$ cat src/rtl/palette_lookup.sv
// -----------------------------------------------------------------------------
// palette_lookup
//
// Read engine for one GBA palette inside the palette RAM. Pixel requests are
// accepted over a valid/ready handshake. Each accepted request is registered
// in stage S1, which drives the RAM read address. The returned BGR555 entry is
// expanded to RGB888 and pushed, in order, into a small output FIFO.
//
// Handshake rule (both sides): a transfer happens at a rising clk edge where
// valid && ready are both 1. Valid never waits on ready. On the request side,
// pix_ready depends only on registered state and rst. Nothing combinational
// runs from pix_valid or out_ready into pix_ready.
//
// Parameters
//   BASE_WORD   word offset of this palette inside the RAM (BG 0, OBJ 128)
//   FIFO_DEPTH  output FIFO entries (>= 3 for one pixel per clock)
//
// Ports
//   clk, rst          clock, asynchronous active-high reset
//   pix_valid/ready   request handshake
//   pix_index         raw palette index from tile data
//   pix_8bpp          1 = 256-colour, 0 = 16-colour (uses pix_bank)
//   pix_bank          palette bank for 16-colour mode
//   pix_tag           opaque tag returned with the colour
//   ram_addr          14-bit word address to the palette RAM read port
//   ram_rdata         32-bit read data for ram_addr (same cycle)
//   out_valid/ready   colour handshake toward the compositor
//   out_rgb           {R8,G8,B8}
//   out_transparent   pixel is transparent
//   out_tag           pix_tag of this pixel
//   dbg_s1_valid      S1 occupancy, for observation
//   dbg_fifo_count    FIFO fill level, for observation
// -----------------------------------------------------------------------------
module palette_lookup #(
    parameter int BASE_WORD  = 0,
    parameter int FIFO_DEPTH = 4
) (
    input  logic        clk,
    input  logic        rst,
    input  logic        pix_valid,
    output logic        pix_ready,
    input  logic [7:0]  pix_index,
    input  logic        pix_8bpp,
    input  logic [3:0]  pix_bank,
    input  logic [7:0]  pix_tag,
    output logic [13:0] ram_addr,
    input  logic [31:0] ram_rdata,
    output logic        out_valid,
    input  logic        out_ready,
    output logic [23:0] out_rgb,
    output logic        out_transparent,
    output logic [7:0]  out_tag,
    output logic        dbg_s1_valid,
    output logic [$clog2(FIFO_DEPTH+1)-1:0] dbg_fifo_count
);

    localparam int PW = $clog2(FIFO_DEPTH);
    localparam int CW = $clog2(FIFO_DEPTH + 1);
    localparam int EW = 33;  // {rgb[23:0], transparent, tag[7:0]}

    localparam logic [13:0]   BASE_ADDR = 14'(BASE_WORD);
    localparam logic [CW:0]   DEPTH_C   = (CW+1)'(FIFO_DEPTH);
    localparam logic [PW-1:0] LAST_PTR  = PW'(FIFO_DEPTH - 1);

    // ---------------- request decode ----------------
    logic [7:0]  eff;
    logic        req_transparent;
    logic [13:0] req_addr;
    logic        accept;

    always_comb begin
        eff             = pix_8bpp ? pix_index : {pix_bank, pix_index[3:0]};
        req_transparent = pix_8bpp ? (pix_index == 8'd0) : (pix_index[3:0] == 4'd0);
        req_addr        = BASE_ADDR + {7'd0, eff[7:1]};  // wraps modulo 2^14
    end

    // ---------------- stage S1 ----------------
    logic        s1_valid;
    logic [13:0] s1_addr;
    logic        s1_hi;
    logic        s1_transparent;
    logic [7:0]  s1_tag;

    always_ff @(posedge clk or posedge rst) begin
        if (rst) begin
            s1_valid       <= 1'b0;
            s1_addr        <= BASE_ADDR;
            s1_hi          <= 1'b0;
            s1_transparent <= 1'b0;
            s1_tag         <= 8'd0;
        end else begin
            s1_valid <= accept;
            // The address register only loads on acceptance, so ram_addr
            // keeps its last value while S1 is empty.
            if (accept) begin
                s1_addr        <= req_addr;
                s1_hi          <= eff[0];
                s1_transparent <= req_transparent;
                s1_tag         <= pix_tag;
            end
        end
    end

    assign ram_addr = s1_addr;

    // ---------------- colour expansion ----------------
    logic [14:0] entry;
    logic [4:0]  r5, g5, b5;
    logic [23:0] s1_rgb;
    logic        unused_entry_msb;

    always_comb begin
        entry  = s1_hi ? ram_rdata[30:16] : ram_rdata[14:0];
        r5     = entry[4:0];
        g5     = entry[9:5];
        b5     = entry[14:10];
        // Replicating the top bits makes 0 map to 0x00 and 31 map to 0xFF.
        s1_rgb = {r5, r5[4:2], g5, g5[4:2], b5, b5[4:2]};
    end

    // Bit 15 of each BGR555 entry carries no colour information.
    assign unused_entry_msb = ram_rdata[31] ^ ram_rdata[15];

    // ---------------- output FIFO ----------------
    logic [EW-1:0] mem [FIFO_DEPTH];
    logic [PW-1:0] wr_ptr;
    logic [PW-1:0] rd_ptr;
    logic [CW-1:0] count;
    logic [EW-1:0] last_entry;
    logic [EW-1:0] head;
    logic          push;
    logic          pop;
    logic [CW:0]   occupancy;

    // Space is reserved at acceptance: an S1 entry always has a FIFO slot.
    assign push      = s1_valid;
    assign pop       = (count != '0) && out_ready;
    assign occupancy = {1'b0, count} + (CW+1)'(s1_valid);
    assign pix_ready = !rst && (occupancy < DEPTH_C);
    assign accept    = pix_valid && pix_ready;

    always_ff @(posedge clk) begin
        if (push) begin
            mem[wr_ptr] <= {s1_rgb, s1_transparent, s1_tag};
        end
    end

    always_ff @(posedge clk or posedge rst) begin
        if (rst) begin
            wr_ptr     <= '0;
            rd_ptr     <= '0;
            count      <= '0;
            last_entry <= '0;
        end else begin
            if (push) begin
                wr_ptr <= (wr_ptr == LAST_PTR) ? '0 : wr_ptr + PW'(1);
            end
            if (pop) begin
                rd_ptr     <= (rd_ptr == LAST_PTR) ? '0 : rd_ptr + PW'(1);
                // Remember what was shown, so the outputs hold once empty.
                last_entry <= mem[rd_ptr];
            end
            case ({push, pop})
                2'b10:   count <= count + CW'(1);
                2'b01:   count <= count - CW'(1);
                default: count <= count;
            endcase
        end
    end

    assign head            = (count != '0) ? mem[rd_ptr] : last_entry;
    assign out_valid       = (count != '0);
    assign out_rgb         = head[32:9];
    assign out_transparent = head[8];
    assign out_tag         = head[7:0];

    assign dbg_s1_valid   = s1_valid;
    assign dbg_fifo_count = count;

endmodule
$ cat config.mk
export PLATFORM = sky130hd
export DESIGN_NAME = palette_lookup
export DESIGN_NICKNAME = d
export VERILOG_FILES = /design/src/rtl/palette_lookup.sv
export SDC_FILE = /design/constraint.sdc
export NUM_CORES = 1
export LEC_CHECK = 0
export CAP_MARGIN = 15
export CORE_MARGIN = 8
export CORE_UTILIZATION = 53
export CTS_BUF_LIST = sky130_fd_sc_hd__clkbuf_16
export CTS_CLUSTER_SIZE = 8
export DETAILED_ROUTE_END_ITERATION = 6
export PLACE_DENSITY = 0.8
export SLEW_MARGIN = 25
export SYNTH_ARGS = -nofsm -noshare
export SYNTH_HDL_FRONTEND = slang
export SYNTH_SLANG_ARGS = --single-unit
$ cat constraint.sdc
create_clock -name clk -period 3 [get_ports clk]
set_input_delay 0.6 -clock clk [delete_from_list [all_inputs] [get_ports clk]]
set_output_delay 0.6 -clock clk [all_outputs]
set_load 0.02 [all_outputs]
== Word level (Yosys, flattened, before mapping) ==
Memories as Yosys holds them, arrays and structs flattened.
Cells that the tools add are included.

* Bitwise gates (word level): 0
* Add/sub/neg operators: 5
* Div/mod/pow operators: 0
* Muxes and demuxes: 9
* Eq/ne operators: 4
* $lt $le $gt $ge: 1
* Multipliers: 0
* Shift-type cells: 0
* Reductions and logical operators: 8

{| class="wikitable"
|+ Operators by type and width
! cell !! count
|-
| $mux W33 || 1
|-
| $mux W15 || 1
|-
| $logic_not A8 Y1 || 1
|-
| $mux W8 || 1
|-
| $eq A2 B2 Y1 const B || 3
|-
| $pmux W3 S2 || 1
|-
| $add A2 B1 Y2 const B || 2
|-
| $add A3 B1 Y4 || 1
|-
| $logic_not A4 Y1 || 1
|-
| $lt A4 B3 Y1 const B || 1
|-
| $mux W2 || 2
|-
| $add A3 B1 Y3 const B || 1
|-
| $logic_and A1 B1 Y1 || 3
|-
| $mux W1 || 3
|-
| $reduce_bool A3 Y1 || 1
|-
| $sub A3 B1 Y3 const B || 1
|-
| $eq A2 B1 Y1 const B || 1
|-
| $reduce_bool A2 Y1 || 1
|-
| $logic_not A1 Y1 || 1
|}

* Memories: 1
* Output and inout port bits: 53
* Bits in latches: 0
* Memory bits (read-only): 0
* Flip-flop bits (word level): 58
* Memory bits (writable): 132
* Logic and storage cells: 37

{| class="wikitable"
|+ Memory list
! memory !! words !! bits a word !! rd ports !! clocked after Yosys merged registers in !! write ports !! line !! RTL
|-
| mem || 4 || 33 || 1 || 0 || 1 || 125 || <nowiki>logic [EW-1:0] mem [FIFO_DEPTH];</nowiki>
|}

== Depth between registers and ports, before layout ==
* Depth after elaboration: 4
* Depth in mapped cells: 11
* Gate-level depth less buffers: 9

== Least setup slack after synthesis ==
OpenSTA, ideal clock, no wires.

* Path type: reg2out
* Start point: register rd_ptr[0]
* End point: output port out_rgb[15]
* Arrival: 1.911 ns
* Data required time: 2.400 ns
* Path buffers: 3
* Cell stages (with the launch flop): 6
* Setup slack: 0.489 ns
* Cell sequence: dfrtp_1 buf_2 buf_2 mux4_2 mux2_2 buf_4

* Longest elaborated chain between the ends: 2

{| class="wikitable"
|+ RTL lines
! item !! line !! RTL
|-
| start: declaration || 127 || <nowiki>logic [PW-1:0] rd_ptr;</nowiki>
|-
| start signal: assignment || 159 || <nowiki>rd_ptr <= (rd_ptr == LAST_PTR) ? '0 : rd_ptr + PW'(1);</nowiki>
|-
| $mem_v2 Z4 W33 || -- ||
|-
| $mux W33 || 171 || <nowiki>assign head = (count != '0) ? mem[rd_ptr] : last_entry;</nowiki>
|-
| end: declaration || 50 || <nowiki>output logic [23:0] out_rgb,</nowiki>
|}

Every way passes these cells.

== Final worst setup path ==
* Start point: register rd_ptr[0]
* End point: output port out_rgb[19]

Same word-level chain as after synthesis.

==> impl_metrics.tcl <==
set metrics [dict create \
    hold_start "last_entry[3]" \
    min_period_over_period_pct 94.7 \
    fillCellCount 764 \
    dpl.hpwl_um 7860 \
    finalHoldViolations 0 \
    seqCellArea_mm2 0.00411 \
    cts_inserted_buffers 17 \
    grt_pass1_wl_um 19200 \
    io-pin-count 110 \
    wl_per_cell_um 20.5 \
    drcViolationCount 0 \
    wl_met3_um 891 \
    dp.cells 558 \
    cts.sinks 145 \
    p_clk_share_pct 24.5 \
    p_comb_share_pct 38.0 \
    ys_types 27 \
    r2r-end "dbg_fifo_count[2]" \
    maxSlewViolCount 0 \
    required_ps 2400 \
    whs_ps 504 \
    crit_type "reg2out" \
    die_h_um 124 \
    setup_tns_ps 0 \
    clock_latency_ps 410 \
    syn-cell-area_mm2 0.00616 \
    synth-edff-count 96 \
    slew_headroom_pct 45.4 \
    synth_top_family_by_area "multiplexers" \
    synth_compound_area_share_pct 1.40 \
    seq_area_frac_synth_pct 66.7 \
    arrival_ps 2240 \
    viasPerCell 5.47 \
    synth_area_per_cell_um2 18.7 \
    setup.worst_path.end_class "output port" \
    status "finished, final reports clean" \
    peakVddDrop_mv 0.636 \
    synth_mux_area_share_pct 24.4 \
    critPathMaxFanout 13 \
    synth_top_area_share_pct 46.8 \
    p_seq_share_pct 37.4 \
    core_area_mm2 0.0114 \
    synth.cells.most_frequent "edfxtp_1 (96), mux2_2 (69), dfrtp_1 (49)" \
    start_util_pct 54.2 \
    fin_skew_ps 6.42 \
    io_buffer_count 100 \
    start_kind "flip-flop" \
    drt-met1-wl_um 4620 \
    highest_layer "met4" \
    die_x_um 124 \
    synth-seq-cells 145 \
    vias 3227 \
    area_growth_pct 26.8 \
    setup_violations 0 \
    drive_above_1_share_pct 33.3 \
    switching_power_uw 2660 \
    min_period_ps 2840 \
    multiInputGateArea_mm2 0.00182 \
    met2WireLength_um 6410 \
    reg2reg_slack_ps 740 \
    ys.warnings.count 0 \
    r2r_cells 10 \
    clockBufferDepth 2 \
    grt_pass1_vias 3727 \
    nets 498 \
    cts_root_buffer "clkbuf_16" \
    async_reset_ff_share_pct 33.8 \
    synthAdderAreaFrac_pct 1.54 \
    grt_usage_pct 17.2 \
    grt_max_degree 27 \
    first_pass_iters 4 \
    synth-simple-area-share_pct 1.40 \
    switching_share_pct 32.6 \
    synth_area_leader_cell "edfxtp_1" \
    ant_nets 0 \
    routed_wl_um 12100 \
    holdPathStages 1 \
    drv_cap 0 \
    h-tree-depth 4 \
    clkSlewWorstSetupHoldPaths_ps 60 \
    synthCells 330 \
    internal_power_uw 5500 \
    synthMostInstantiatedCell "edfxtp_1" \
    gr-total-overflow 0 \
    r2r_start "dbg_fifo_count[0]" \
    hold_class "reg2reg" \
    grt_antenna_before_repair 0 \
    rows 39 \
    synth-xor-area-share_pct 0.427 \
    rsz0062_at_grt "false" \
    fp.dieArea_mm2 0.0153 \
    fmax_mhz 352 \
    cts_tree "yes" \
    worst_slew_pin_slew_ps 819 \
    drtIter0Drc 143 \
    yosys-top-cells-area "edfxtp_1 (47%), dfrtp_1 (20%), mux2_2 (13%), mux4_2 (8.8%), buf_4 (2.2%)" \
    gp_congestion 0.689 \
    hold_buffers 0 \
    fin_cells 590 \
    final_core_util_pct 68.7 \
    min_to "last_entry[3]" \
    p_leak_uw 0.00296 \
    antenna_cells 0 \
    p_per_area_mw_per_mm2 1040 \
    ys.flop_type "edfxtp_1" \
]
cell families after synthesis:
logic type                 after synthesis
and+or+nand+nor                         13
muxes                                  107
xor gates and xnor gates                 3
AOI/OAI and AO/OA                       12
buffers and inverters                   42
other                                    1
adders and majority gates                7
DFF                                    145
registers in the layout, summed over array words and instances, names as in the netlist:
| signal | cells |
|---|---|
| s1_transparent | 1 |
| ram_addr | 7 |
| s1_hi | 1 |
| mem | 96 |
| dbg_s1_valid | 1 |
| rd_ptr | 2 |
| dbg_fifo_count | 3 |
| wr_ptr | 2 |
| last_entry | 24 |
| s1_tag | 8 |
how the worst max path moves through the flow:
stage | start | endpoint | slack [ps] | depth (start not counted)
4_1_cts | rd_ptr[0] | out_rgb[19] | 120 | 4
6_report | rd_ptr[0] | out_rgb[19] | 160 | 4
2_1_floorplan | rd_ptr[0] | out_rgb[15] | 490 | 5
3_3_place_gp | dbg_fifo_count[0] | out_rgb[20] | 350 | 4
5_1_grt | rd_ptr[0] | out_rgb[19] | 100 | 4
3_5_place_dp | dbg_fifo_count[0] | out_rgb[20] | 320 | 4
layer usage:
layer | global-route usage, % | vias to the layer above
li1 | - | 1452
met1 | 18.2 | 1654
met2 | 29.8 | 103
met3 | 7.39 | 18
met4 | 6.55 | 0
met5 | 0 | -
worst max-delay path: stages, from the launching register on:
cell and delay (ps):
dfrtp_2 390, buf_6 210, mux4_2 570, mux2_2 320, dlygate4sd2_1 330
power by group through the flow:
stage	clock network, µW	registers, µW	logic [µW]
CTS	2030	3060	3160
floorplan	0	3010	2190
finish	2000	3050	3100
global route	2130	3110	3330
global placement	0	3040	3290
detailed placement	0	3080	3370
through the flow:
| stage | instance area [µm²] | worst slack [ps] | total power, µW |
|---|---|---|---|
| final | 7810 | 158 | 8150 |
| after global routing | 7810 | 104 | 8560 |
| after CTS | 7810 | 125 | 8250 |
| after detailed placement | 7270 | 320 | 6460 |
| after global placement | 7270 | 353 | 6330 |
| after floorplan | 6180 | 489 | 5200 |
cell type report:
class	instances	area share [%]
Multi-Input combinational cell	149	23.3
Sequential cell	145	52.6
Tap cell	143	2.29
Clock buffer	17	5.45
Clock inverter	15	1.84
Timing Repair Buffer	112	14.0
Inverter	9	0.433
layout by cell type, fill, tap and decap left out, drive strengths merged, types with 3 or more instances in the layout:
cell type / Yosys / layout
a21oi: 5 / 5
a31oi: 4 / 4
and2: 4 / 4
buf: 29 / 12
clkbuf: 4 / 17
clkdlybuf4s50: 0 / 67
clkinv: 0 / 10
conb: 1 / 7
dfrtp: 49 / 49
dlygate4sd2: 0 / 33
edfxtp: 96 / 96
ha: 6 / 6
inv: 9 / 10
mux2: 78 / 78
mux2i: 5 / 5
mux4: 24 / 24
nand2: 3 / 3
timing repair:
item / CTS / global route
setup endpoints to repair: 33 / 0
gates resized for setup: 35 / 0
buffers inserted: 0 / 0
Power figures use the tool's default switching activity.
==> variant: new RTL, same flow settings <==
Change the parameter `FIFO_DEPTH` from 4 to 8.
--- a/src/rtl/palette_lookup.sv
+++ b/src/rtl/palette_lookup.sv
@@ -33,7 +33,7 @@
 // -----------------------------------------------------------------------------
 module palette_lookup #(
     parameter int BASE_WORD  = 0,
-    parameter int FIFO_DEPTH = 4
+    parameter int FIFO_DEPTH = 8
 ) (
     input  logic        clk,
     input  logic        rst,
Ports: changed (resized dbg_fifo_count); port bits go from 110 to 111. No check against the original RTL was run, so the function may have changed too.
==> variant against the unedited design <==
- critical path depth increased by 2
- total power increased by 67%
- largest power group is now sequential cells
- die area increased by 55%
- area after synthesis increased by 64%
- design area increased by 59%
- routed wire length increased by 94%
- fmax decreased by 2.9%
- sequential cell count increased by 99
- setup slack got worse by 85 ps
- register-to-register slack got worse by 300 ps
==> variant: results (changes against the unedited design) <==
Status
  – Status: complete, no violations

Critical path
  – R2R depth: 12 (+2)
  – Setup crit start: rd_ptr[0]
  – Slowest CP cell: dfrtp_4
  – R2R setup slack: 440 ps (-300 ps)
  – Crit path max-delay family: flip-flops
  – CP Data Arrival Time: 2330 ps (+90 ps)
  – Critical path's largest stage delay: 580 ps
  – Worst Setup EP: out_rgb[14]
  – Worst r2r src: dbg_fifo_count[1]

STA
  – Clk_skew: 18.82 ps (+12.40 ps)
  – Worst-Margin Slew: 824.6 ps (+5.942 ps)

Place
  – Inst Count DP: 978 (+75%)
  – Post-DP Area: 11390 sq um (+57%)
  – Port bufs: 101 (+1.0%)
  – Post-detail-place hpwl: 14.05 mm (+79%)

Global routing
  – Vias in the first global route: 6397 (+72%)
  – Largest net degree at the start of global routing: 53 (+96%)
  – First-pass GRT wire length: 35.32 mm (+84%)
  – Gr usage total: 19.20% (+2.0 points)

Routing
  – TritonRoute pass-1 iters: 5 (+1)
  – Wirelength, routed: 23.51 mm (+94%)
  – Drt via density: 5.844 (+6.8%)

Synth
  – Distinct cells, synth: 37 (+37%)
  – Asr flop ratio synth: 21.31% (-12 points)
  – Synthesis Warnings: 0 (unchanged)
  – Register area share after synthesis: 70.10% (+3.4 points)
  – Area contributors post-synth: edfxtp_1, dfrtp_1, mux2_2, mux2i_1, nand2_1
  – Avg Inst Size Synth: 15.34 sq um (-18%)
  – Post-synth top cells: edfxtp_1, nand2_1, mux2_2, dfrtp_1, mux2i_1

Pwr
  – Worst VDD drop: 613.0 uV (-3.6%)
  – Net switching power: 4.755 mW (+79%)
  – Leakage: 4.695 nW (+58%)

Clock tree
  – Clock Latency Late Sink: 510 ps (+100 ps)
  – Clk buf depth: 3 (+1)
  – H-tree depth: 2 (-2)
  – TritonCTS Buffers: 36 (+19)

Finish
  – Largest regs: mem: 192 flops, last_entry: 24 flops, s1_tag: 8 flops
  – Fin nets: 851 (+71%)
  – Share of cells above drive strength 1: 25.31% (-8.0 points)
  – Non-filler cells, final: 1048 (+78%)
  – Filler cells: 1246 (+63%)
[variant: cell count changes after synthesis, sizes merged, moves of 5 or more]
cell / before / now
o21ai: 2 / 54
buf: 29 / 41
mux4: 24 / 0
a221o: 0 / 24
edfxtp: 96 / 192
mux2: 78 / 73
o22ai: 0 / 25
nand2: 3 / 83
nand2b: 0 / 5
nor2: 2 / 10
clkbuf: 4 / 13
mux2i: 5 / 52
[variant: kinds of logic after synthesis]
logic type / after synthesis / synth area share [%]
other cells: 1 / 0.03720
flops: 244 / 70.10
compound gates: 107 / 6.876
mux: 125 / 13.32
buf+inv: 59 / 3.736
simple gates: 109 / 4.630
xor+xnor: 5 / 0.4345
fa+ha+maj: 7 / 0.8688
[variant: worst min-delay path, stage by stage (launching register included)]
cell	delay (ps)
dfrtp_1	340
nand2_1	50
o21ai_1	60
[variant: area by class of cell]
class / count / area (sq um) / area share [%]
Tap cell: 234 / 292.8 / 2.352
Clock inverter: 28 / 141.4 / 1.136
Sequential cell: 244 / 7072 / 56.82
Clock buffer: 37 / 925.9 / 7.439
Inverter: 5 / 18.77 / 0.1508
Multi-Input combinational cell: 360 / 2711 / 21.79
Timing Repair Buffer: 140 / 1284 / 10.31
[variant: worst min path at each step]
| stage | slack [ps] | endpoint | cells after the start | start |
|---|---|---|---|---|
| final | 490 | last_entry[0] | 2 | last_entry[0] |
| after global routing | 530 | ram_addr[4] | 2 | ram_addr[4] |
| after CTS | 490 | last_entry[29] | 2 | last_entry[29] |
| after detailed placement | 480 | last_entry[29] | 2 | last_entry[29] |
| after global placement | 470 | ram_addr[6] | 2 | ram_addr[6] |
| after floorplan | 460 | last_entry[0] | 2 | last_entry[0] |
[variant: per-stage QoR]
stage	total power [mW]	setup WS (ps)
after floorplan	8.233	62.48
after detailed placement	10.13	37.97
final	13.60	72.75
after global routing	14.18	10.65
after global placement	9.910	101.7
after CTS	13.61	-39.33
[variant: metal layers]
metal	up-vias	global-route usage, %	wire length, microns
li1	2739	-	-
met4	0	8.213	698
met5	-	0	0
met1	3090	22.51	9141
met2	241	34.10	12280
met3	54	3.503	1390
[variant: power by group through the flow]
| stage | clock network, mW | registers (mW) | logic, mW |
|---|---|---|---|
| 6_report | 3.67 | 4.99 | 4.94 |
| 5_1_grt | 3.87 | 5.06 | 5.25 |
| 4_1_cts | 3.71 | 4.96 | 4.93 |
| 3_5_place_dp | 0 | 5.00 | 5.13 |
| 3_3_place_gp | 0 | 4.93 | 4.98 |
| 2_1_floorplan | 0 | 4.90 | 3.34 |
[variant: what timing repair did]
| item | in CTS | in global routing |
|---|---|---|
| endpoints found under the setup margin | 33 | 25 |
| gates resized for setup | 84 | 47 |
| buffers inserted | 0 | 2 |
| gates cloned | 0 | 3 |
| pin swaps | 0 | 1 |
